File: config.mk
export PLATFORM = sky130hd
export DESIGN_NAME = risc_pipeline_fetch
export DESIGN_NICKNAME = d
export VERILOG_FILES = /design/src/rtl/risc_pipeline_pkg.sv /design/src/rtl/risc_pipeline_if_id_reg.sv /design/src/rtl/risc_pipeline_fetch.sv
export SDC_FILE = /design/constraint.sdc
export NUM_CORES = 1
export LEC_CHECK = 0
export BUFFER_PORTS_ARGS = -buffer_cell sky130_fd_sc_hd__buf_2
export CORE_AREA = 8 8 161 163
export DETAILED_ROUTE_END_ITERATION = 8
export DIE_AREA = 0 0 169 171
export PLACE_DENSITY_LB_ADDON = 0.25
export SLEW_MARGIN = 20
export SYNTH_ARGS = -nofsm -noshare
export SYNTH_HDL_FRONTEND = slang
export SYNTH_SLANG_ARGS = --single-unit
File: constraint.sdc
create_clock -name clk -period 7.7 [get_ports clk]
set_clock_uncertainty 0.1 [all_clocks]
set_input_delay 0.77 -clock clk [delete_from_list [all_inputs] [get_ports clk]]
set_output_delay 0.77 -clock clk [all_outputs]
set_load 0.03 [all_outputs]
File: src/rtl/risc_pipeline_pkg.sv
// risc_pipeline_pkg: shared fetch-stage types, constants and slot builder
package risc_pipeline_pkg;
    localparam logic [31:0] DEF_RESET_PC  = 32'h0000_0000;
    localparam logic [31:0] DEF_NOP_INSTR = 32'h0000_0013;
    typedef enum logic [1:0] {S_REQ, S_WAIT, S_DROP} fetch_state_e;
    typedef struct packed {
        logic [31:0] instr;
        logic [31:0] pc;
        logic [31:0] pc_plus4;
        logic        valid;
    } if_id_t;
    function automatic if_id_t make_slot(input logic [31:0] instr, input logic [31:0] pc);
        return '{instr: instr, pc: pc, pc_plus4: pc + 32'd4, valid: 1'b1};
    endfunction
endpackage

File: src/rtl/risc_pipeline_if_id_reg.sv
// risc_pipeline_if_id_reg: IF/ID register with flush, stall and hold/response load mux
module risc_pipeline_if_id_reg
    import risc_pipeline_pkg::*;
#(
    parameter logic [31:0] NOP_INSTR = DEF_NOP_INSTR
) (
    input  logic   clk,
    input  logic   reset,
    input  logic   flush_i,
    input  logic   stall_i,
    input  if_id_t hold_i,
    input  if_id_t rsp_i,
    output if_id_t slot_o
);
    if_id_t slot_q, slot_d;
    // flush beats stall; a buffered response drains ahead of a fresh one, else bubble
    always_comb begin
        slot_d = slot_q;
        if (flush_i || (!stall_i && !hold_i.valid && !rsp_i.valid)) begin
            slot_d.instr = NOP_INSTR;
            slot_d.valid = 1'b0;
        end else if (!stall_i) slot_d = hold_i.valid ? hold_i : rsp_i;
    end
    // slot register, empty NOP on reset
    always_ff @(posedge clk or posedge reset) begin
        if (reset) slot_q <= '{instr: NOP_INSTR, pc: 32'd0, pc_plus4: 32'd0, valid: 1'b0};
        else slot_q <= slot_d;
    end
    assign slot_o = slot_q;
endmodule

File: src/rtl/risc_pipeline_fetch.sv
// risc_pipeline_fetch: PC, fetch request FSM, stale-response drop and stall hold buffer
module risc_pipeline_fetch
    import risc_pipeline_pkg::*;
#(
    parameter logic [31:0] RESET_PC  = DEF_RESET_PC,
    parameter logic [31:0] NOP_INSTR = DEF_NOP_INSTR
) (
    input  logic        clk,
    input  logic        reset,
    input  logic        StallF,
    input  logic        StallD,
    input  logic        FlushD,
    input  logic        PCSrcE,
    input  logic [31:0] PCTargetE,
    output logic        imem_req,
    output logic [31:0] imem_addr,
    input  logic        imem_gnt,
    input  logic        imem_rvalid,
    input  logic [31:0] imem_rdata,
    output logic [31:0] InstrD,
    output logic [31:0] PCD,
    output logic [31:0] PCPlus4D,
    output logic        ValidD
);
    fetch_state_e state_q, state_d;
    logic [31:0]  pcf_q, pcf_d, inflight_pc_q, inflight_pc_d;
    if_id_t       hold_q, hold_d, rsp, slot;
    logic         xfer, rsp_valid, flush;

    assign imem_req  = !reset && state_q == S_REQ && !StallF && !hold_q.valid && !PCSrcE;
    assign imem_addr = pcf_q;
    assign xfer      = imem_req && imem_gnt;
    assign rsp_valid = state_q == S_WAIT && imem_rvalid;
    assign flush     = PCSrcE || FlushD;
    assign rsp       = rsp_valid ? make_slot(imem_rdata, inflight_pc_q) : '0;

    // next state: a redirect while waiting turns the pending response into a drop
    always_comb begin
        state_d = state_q;
        unique case (state_q)
            S_REQ:   if (xfer) state_d = S_WAIT;
            S_WAIT:  state_d = imem_rvalid ? S_REQ : PCSrcE ? S_DROP : S_WAIT;
            S_DROP:  if (imem_rvalid) state_d = S_REQ;
            default: state_d = S_REQ;
        endcase
        pcf_d         = PCSrcE ? PCTargetE : xfer ? pcf_q + 32'd4 : pcf_q;
        inflight_pc_d = xfer ? pcf_q : inflight_pc_q;
        hold_d        = (flush || !StallD) ? '0 : rsp_valid ? rsp : hold_q;
    end

    // fetch state, PC and hold buffer registers
    always_ff @(posedge clk or posedge reset) begin
        if (reset) begin
            state_q       <= S_REQ;
            pcf_q         <= RESET_PC;
            inflight_pc_q <= RESET_PC;
            hold_q        <= '0;
        end else begin
            state_q       <= state_d;
            pcf_q         <= pcf_d;
            inflight_pc_q <= inflight_pc_d;
            hold_q        <= hold_d;
        end
    end

    risc_pipeline_if_id_reg #(.NOP_INSTR(NOP_INSTR)) u_if_id (
        .clk     (clk),
        .reset   (reset),
        .flush_i (flush),
        .stall_i (StallD),
        .hold_i  (hold_q),
        .rsp_i   (rsp),
        .slot_o  (slot)
    );

    assign InstrD   = slot.instr;
    assign PCD      = slot.pc;
    assign PCPlus4D = slot.pc_plus4;
    assign ValidD   = slot.valid;
endmodule

Word level (Yosys, flattened, before mapping)
Index checks and enable logic that the tools add are counted.
- add/subtract/negate cells: 2
- eq/ne operators: 5
- multiplexer cells: 14
- bitwise operators: 2
- reduce and logical (&&, ||, !) cells: 22
- operators by type and width (operator ; count):
    $mux 97 ; 5
    $mux 32 ; 3
    $add 32x3->32 const B ; 2
    $logic_and 1x1->1 ; 8
    $mux 2 ; 4
    $logic_not 1->1 ; 6
    $pmux 2 s3 ; 1
    $ne 2x2->1 const B ; 2
    $reduce_and 2->1 ; 2
    $reduce_bool 2->1 ; 2
    $logic_or 1x1->1 ; 3
    $eq 2x1->1 const B ; 1
    $eq 2x2->1 const B ; 1
    $logic_not 2->1 ; 1
    $ne 2x1->1 const B ; 1
    $not 1->1 ; 2
    $mux 1 ; 1
- register bits: 260
- input bits: 72
- output and inout bits: 130

Logic depth before layout (Yosys ltp)
Gate-level depths: netlist of run 1.
- word-level depth: 8
- depth in mapped cells: 8
- mapped depth without buffers: 6

Cells and area by module
From an unflattened synthesis of run 1, not the netlist that was laid out.
- cell total of the unflattened synthesis: 1265
- area, all modules: 12562.0 µm²
- modules (own cells, without submodules) (module ; times used ; cells an instance ; area an instance (µm²) ; sequential area each (µm²)):
    risc_pipeline_fetch ; 1 ; 915 ; 7722.4 ; 4028.9
    risc_pipeline_if_id_reg ; 1 ; 350 ; 4839.6 ; 2431.1

Worst setup path before layout of run 1
Ideal clock, no wire load.
- path type: in2out
- start: in reset
- end: out imem_req
- data arrival time: 1.927 ns
- path slack: 4.903 ns
- cell stages on the path: 2
- buffers on the path: 0
- path through: or4_4 > nor3_1
- cells in the longest elaborated chain, start to end: 5
- ends and longest elaborated chain (element ; line ; source):
    from (decl) ; risc_pipeline_fetch.sv:9 ; input logic reset,
    $logic_not 1->1 (no source line) ; n/a ;
    $logic_and 1x1->1 (4 in a row) ; risc_pipeline_fetch.sv:30 ; assign imem_req = !reset && state_q == S_REQ && !StallF && !hold_q.valid && !PCSrcE;
    to (decl) ; risc_pipeline_fetch.sv:15 ; output logic imem_req,
No other way between the ends.

Worst setup path after layout of run 1
- start: in PCSrcE
- end: reg u_if_id.slot_q (netlist bit u_if_id.slot_o[32])
- cells in the longest elaborated chain, start to end: 4
- ends and longest elaborated chain (element ; line ; source):
    from (decl) ; risc_pipeline_fetch.sv:13 ; input logic PCSrcE,
    $logic_or 1x1->1 ; risc_pipeline_fetch.sv:34 ; assign flush = PCSrcE || FlushD;
    $logic_or 1x1->1 ; risc_pipeline_if_id_reg.sv:19 ; if (flush_i || (!stall_i && !hold_i.valid && !rsp_i.valid)) begin
    $not 1->1 (no source line) ; n/a ;
    $reduce_and 2->1 (no source line) ; n/a ;
    to (signal assigned) ; risc_pipeline_if_id_reg.sv:26 ; if (reset) slot_q <= '{instr: NOP_INSTR, pc: 32'd0, pc_plus4: 32'd0, valid: 1'b0};
    to (signal assigned) ; risc_pipeline_if_id_reg.sv:27 ; else slot_q <= slot_d;
    to (decl) ; risc_pipeline_if_id_reg.sv:15 ; if_id_t slot_q, slot_d;
No other way between the ends.
A chain may end at the register's enable or synchronous reset.

==> impl_results.md, run 1 <==
- Worst Hold Class: in -> async
- Clk pin slew, worst setup/hold paths: approximately 0.060 ns
- Share of layout cells above drive strength 1: between 10% and 20%
- Max Freq: about 300 MHz
- Startpoint Class: input pin
- All-layer global routing usage: between 20% and 30%
- Most numerous cell in the Yosys netlist: nand2_1
- Status: completed
- First-pass GRT wire length: roughly 54000 um
- Worst path cell trace: buf_2, buf_4, or3_2, buf_4, nor2_2, buf_4, a32o_1, a21oi_1, o21ai_0
- # IOs: just over 200
- DP Wirelength: roughly 22000 um
- Vias in the first global route: 10.0k
- Power Density: about 240 nW/um^2
- Place WS: around 3.9 ns
- Clock Sink Count: 256
- DRT Pass-1 Iters: 7
- Crit Path Max Fanout: 52
- Slowest-stage cell, CP: or3_2
- Final GP Congestion: around 0.9
- Crit path top cell by count: buf_4
- H-Tree Depth: 1
- Final setup vio count: 0
- Clock buffer depth: 3
- Final ANT Viol Nets: 0
- Total CTS buffers: 27
- Top cells by count, synth: 307 x nand2_1, 253 x dfrtp_1, 141 x a21oi_1
- Clk Latency, worst-skew pair: between 0.5 and 0.6 ns
- Tot Pwr: 3340 uW
- Cell area after synthesis: between 10000 and 15000 sq um
- DR DRC count: 0
- Ant. Diodes: 0
- Max rail drop VDD: ~0.14 mV
- Netlist cell types: 56
- Num rows: between 50 and 60
- Worst-Margin Slew: approximately 1.1 ns
- Initial Utilization: between 50% and 60%
- Die width: about 170 um
- Root Buffer: clkbuf_16
- Yosys top cell by area: dfrtp_1
- Seq cells post-synth: 256
- Leakage: 0.00626 uW
- Worst setup margin: 4.40 ns
- Worst relative slew slack: about 28%
- PortBufs: roughly 200
- Post-CTS Resized: 0
- Share of the synthesized area in the top cell type: between 50% and 60%
- Syn_nets: 1377
- CORE AREA: 23300 sq um
- Post-synthesis cell count: 1303
- Syn avg cell area: around 9 sq um
- Initial antenna violation count: 0
- Total number of vias: between 10k and 15k
- Drt total wl: about 34000 um
- Area Overhead vs Synth: 17.9%
- # fillers: approximately 2.1k
- Pins Over Slew Limit: 0
- RSZ-0062 raised after global routing: no
- Die H: approximately 170 um
- Number of synthesized flops with an enable pin: 0
- Min Tclk post-route: between 3 and 4 ns
- Primary FF master, synth: dfrtp_1
- Worst reg2reg startpoint: imem_addr[10]$_DFFE_PP0P_
- CTS tree: built
- Post-CTS setup buffers: 0
- Multi-input gate area: ~4900 sq um
- Largest net degree at the start of global routing: between 150 and 200
- Initial DRC count: about 1k
- GRT overflow: 0
- TNS Setup: 0 ns
- WS Path Type: in -> reg
- CP max stage delay: between 0.8 and 0.9 ns
- Routed vias/inst: 5.85
- R2R depth: 5
- Fin nets: approximately 1.5k
- Sequential Area: around 6400 sq um
- Post-CTS Hold Buffers: 0
- Crit path DAT: 3.60 ns
- CP required: about 8 ns
- Final Cycle Share: a little over two fifths
- Post-synthesis sequential area ratio: around 55%
- Max Cap Viol: 0
- Critical Path Start: PCSrcE
- Synth top area cells: dfrtp_1 54%, nand2_1 9.8%, a21oi_1 6.0%
- Endpoint class of the critical path: register
- Synthesis Warnings: 0
- Full die area: just under 30000 sq um
- WL/cell: between 15 and 20 um
- Final hold viol count: 0
- Async set or reset register ratio after synthesis: between 90% and 100%
==> critical path, delay by kind of cell <==
family / cells / cell delay, ns
AO/OA/AOI/OAI: 3 / 0.55
AND/OR/NAND/NOR: 2 / 0.98
buffers and inverters: 4 / 1.27
==> layout by cell type, fill, tap and decap left out, types with 20 or more instances in the layout <==
| cell type | n |
|---|---|
| clkbuf_16 | 27 |
| nand3_1 | 25 |
| nand2_1 | 306 |
| a22oi_1 | 68 |
| nand4_1 | 20 |
| buf_2 | 201 |
| a21oi_1 | 141 |
| nor2_1 | 83 |
| o21ai_0 | 121 |
| dfrtp_1 | 252 |
==> worst paths after layout <==
| check | endpoint | slack [ns] |
|---|---|---|
| max | u_if_id.slot_o[32]$_DFFE_PP0P_ | 4.40 |
| max in group asynchronous | u_if_id.slot_o[23]$_DFFE_PP0P_ | 5.84 |
| min reg2reg | u_if_id.slot_o[59]$_DFFE_PP0P_ | 0.37 |
| max reg2reg | imem_addr[22]$_DFFE_PP0P_ | 4.84 |
| min in group clk | u_if_id.slot_o[0]$_DFFE_PP0P_ | 0.33 |
| min | imem_addr[1]$_DFFE_PP0P_ | 0.03 |
==> metrics by stage <==
step                area [sq um]  instances  util [%]  hold WS, ns
global placement           12900       1736      55.3        0.359
CTS                        13800       1784      59.3       0.0123
finish                     13800       1784      59.3       0.0268
detailed placement         12900       1736      55.3        0.366
global route               13800       1784      59.3       0.0262
floorplan                  11700       1303         -        0.368
==> sequential cells by signal, indices dropped and copies added, names as in the netlist <==
name            cells
hold_q             95
imem_addr          32
inflight_pc_q      32
state_q             2
u_if_id.slot_o     95
==> power breakdown <==
group | internal (uW) | switching, uW
logic | 129 | 267
clock network | 830 | 533
registers | 1430 | 147
total | 2390 | 947
==> layout make-up <==
cell class              instances  share of cell area (%)
clock buffers                  40                    5.90
clock inverters                 8                   0.925
inverters                       9                   0.272
multi-input cells             936                    35.3
flip-flops and latches        256                    46.5
well taps                     319                    2.89
repair buffers                216                    8.22
==> per-layer routing <==
metal / up-vias / GRT usage (%) / wire (um)
met4: 0 / 7.12 / 893
met5: - / 0 / 0
met1: 5072 / 32.0 / 14800
li1: 4872 / - / -
met2: 421 / 35.3 / 15200
met3: 63 / 5.05 / 2940
==> logic make-up after synthesis <==
group	count (synthesis)	synth area share [%]
fa+ha+maj	2	0.214
buf+inv	111	3.78
compound gates	391	19.7
simple gates	508	18.8
flops	256	54.8
mux	7	0.631
xor+xnor	28	2.10
No activity file was read; power rests on OpenSTA's default activity.
==> inputs of run 2 (changes only) <==
==> constraint.sdc (replaced) <==
create_clock -name clk -period 3 [get_ports clk]
set_clock_uncertainty 0.1 [all_clocks]
set_input_delay 0.3 -clock clk [delete_from_list [all_inputs] [get_ports clk]]
set_output_delay 0.3 -clock clk [all_outputs]
set_load 0.03 [all_outputs]
==> run 2 against run 1 <==
Sequential share of layout area decreased by 2.4 points. Sequential power grew to 2.6 times the previous value. Final cell count up 4.7%. Clock-buffer cell count is the same. Largest cell class unchanged.
==> impl_results.md, run 2 (same netlist as run 1, synthesis figures left out) <==
- Status: completed
- Clock group share of total power: 39.2% (-1.7 points)
- Max Cap Viol: 0 (unchanged)
- First-pass GRT wire length: 57000 um (+5.2%)
- DP Wirelength: 23000 um (+4.2%)
- Initial DRC count: 1208 (+20%)
- Worst relative slew slack: 45.9% (+18 points)
- NetSw: 2410 uW (+150%)
- Leakage: 0.00661 uW (+5.5%)
- Endpoint class of the critical path: register
- Post-CTS setup buffers: 0 (unchanged)
- Area Overhead vs Synth: 24.3%
- Total CTS buffers: 27 (unchanged)
- H-Tree Depth: 1 (unchanged)
- Clk Latency, worst-skew pair: 0.53 ns (about the same)
- DRT Pass-1 Iters: 5 (-2)
- Most frequent cells in the layout: 306 x nand2_1, 252 x dfrtp_1, 201 x buf_2
- Full die area: 28900 sq um (unchanged)
- CORE AREA: 23300 sq um (unchanged)
- TNS Setup: 0 ns (unchanged)
- Max Freq: ~380 MHz
- Worst setup margin: 0.367 ns (-4.03 ns)
- Post-CTS Resized: 0 (unchanged)
- Final Cycle Share: 87.8%
- Worst reg2reg startpoint: state_q[1]$_DFFE_PP0P_
- Sw frac: 28.5% (+0.16 points)
- Largest net degree at the start of global routing: 141 (-20%)
- Post-CTS Hold Buffers: 66 (+66)
- Routed vias/inst: 5.79 (-1.0%)
- RSZ-0062 raised after global routing: no
- Initial Utilization: 50.3% (unchanged)
- # fillers: 2002 (-3.8%)
- Crit path DAT: 2.98 ns (-0.62 ns)
- Place WS: 0.384 ns (-3.51 ns)
- Max rail drop VDD: 0.401 mV (+180%)
- Worst Hold Class: in -> reg
- Worst-case hold path end point: imem_addr[21]$_DFFE_PP0P_
- Clock Sink Count: 256 (unchanged)
- Final hold viol count: 0 (unchanged)
- Seq pwr share: 47.8% (+0.5 points)
- Share of layout cells above drive strength 1: 18.9% (-0.045 points)
- Worst flop-to-flop path endpoint: imem_addr[29]$_DFFE_PP0P_
- CP required: 3.35 ns (-4.65 ns)
- Initial antenna violation count: 0 (unchanged)
- Die H: 171 um (unchanged)
- Util after Layout: 62.5% (+3.2 points)
- Drt total wl: 35000 um (+3.6%)
- Worst-Margin Slew: 0.805 ns (-0.272 ns)
- Min Tclk post-route: around 2.6 ns
- Root Buffer: clkbuf_16
- Internal power: 6040 uW (+150%)
- Die width: 169 um (unchanged)
- Num rows: 56 (unchanged)
- Crit Path Max Fanout: 40 (-23%)
- Power Density: 580 nW/um^2 (+140%)
- Total number of vias: 10.8k (+3.6%)
- Startpoint Class: register
- Final setup vio count: 0 (unchanged)
- Vias in the first global route: 10.5k (+4.2%)
- WHS Path Cells: 4
- Fin nets: 1603 (+5.5%)
- DR DRC count: 0 (unchanged)
- R2R depth: 4 (-1)
- Clock buffer depth: 3 (unchanged)
- Final GP Congestion: 0.890 (-0.75%)
- Worst R2R Setup Slack: 0.37 ns (-4.47 ns)
- WL/cell: 18.8 um (-1.1%)
- Clk pin slew, worst setup/hold paths: 0.06 ns (about the same)
- PortBufs: 201 (unchanged)
- WS Path Type: reg -> reg
- All-layer global routing usage: 24.1% (+1.1 points)
- Pins Over Slew Limit: 0 (unchanged)
- Commonest non-fill, non-tap cell in the layout: nand2_1
- # IOs: 202 (unchanged)
- CTS tree: built
- Final ANT Viol Nets: 0 (unchanged)
- Logic pwr share: 13.0% (+1.1 points)
- Hold path start: PCTargetE[21]
- GRT overflow: 0 (unchanged)
## run 2: cell count changes in the layout (fill, tap and decap cells not counted), sizes merged
cell and delta:
clkinvlp -1, diode +1, dlygate4sd3 +66, clkinv +4, buf +17, inv -2
bufinv -1
## run 2: worst max-delay path: stages (launching register included)
cell	delay, ns
dfrtp_1	0.43
or4_4	0.58
or4b_4	0.75
or4_1	0.57
o211ai_1	0.10
## run 2: layout make-up
| type | count | area, sq um | share of cell area [%] |
|---|---|---|---|
| Clock buffer | 40 | 785 | 5.39 |
| Antenna cell | 1 | 2.50 | 0.0172 |
| Multi-Input combinational cell | 936 | 4880 | 33.5 |
| Clock inverter | 8 | 92.6 | 0.636 |
| Tap cell | 319 | 399 | 2.74 |
| Timing Repair Buffer | 299 | 1940 | 13.4 |
| Sequential cell | 256 | 6410 | 44.1 |
| Inverter | 9 | 37.5 | 0.258 |
## run 2: power by group through the flow
stage | clock network [uW] | registers, uW | logic [uW]
6_report | 3310 | 4040 | 1100
5_1_grt | 3500 | 4070 | 1210
2_1_floorplan | 0 | 4140 | 532
4_1_cts | 3370 | 4020 | 1110
3_3_place_gp | 0 | 4080 | 1020
3_5_place_dp | 0 | 4090 | 1040
## run 2: how the worst max path moves through the flow
stage / start / endpoint / slack, ns / depth (start not counted)
floorplan: reset / hold_q[0]$_DFFE_PP0P_ / -0.77 / 1
global placement: state_q[1]$_DFFE_PP0P_ / imem_addr[25]$_DFFE_PP0P_ / 0.43 / 4
detailed placement: state_q[1]$_DFFE_PP0P_ / imem_addr[25]$_DFFE_PP0P_ / 0.38 / 4
CTS: state_q[1]$_DFFE_PP0P_ / imem_addr[18]$_DFFE_PP0P_ / 0.38 / 5
global route: state_q[1]$_DFFE_PP0P_ / imem_addr[29]$_DFFE_PP0P_ / 0.28 / 4
finish: state_q[1]$_DFFE_PP0P_ / imem_addr[29]$_DFFE_PP0P_ / 0.37 / 4
## run 2: metrics by stage
stage | total power, uW | hold WS [ns] | instances | cell area [sq um]
after CTS | 8500 | 0.0339 | 1867 | 14500
final | 8450 | 0.0681 | 1868 | 14600
after global routing | 8780 | 0.0618 | 1867 | 14500
after detailed placement | 5120 | 0.364 | 1753 | 13000
after floorplan | 4670 | 0.263 | 1303 | 11700
after global placement | 5100 | 0.357 | 1753 | 13000
## run 2: layer usage
| metal | wire [um] | up-vias | part of all wire (%) | GRT usage (%) |
|---|---|---|---|---|
| met3 | 2730 | 76 | 7.8 | 4.40 |
| met4 | 994 | 0 | 2.8 | 8.31 |
| li1 | - | 5032 | - | - |
| met2 | 16200 | 432 | 46 | 37.3 |
| met1 | 15100 | 5267 | 43 | 33.7 |
| met5 | 0 | - | 0 | 0 |
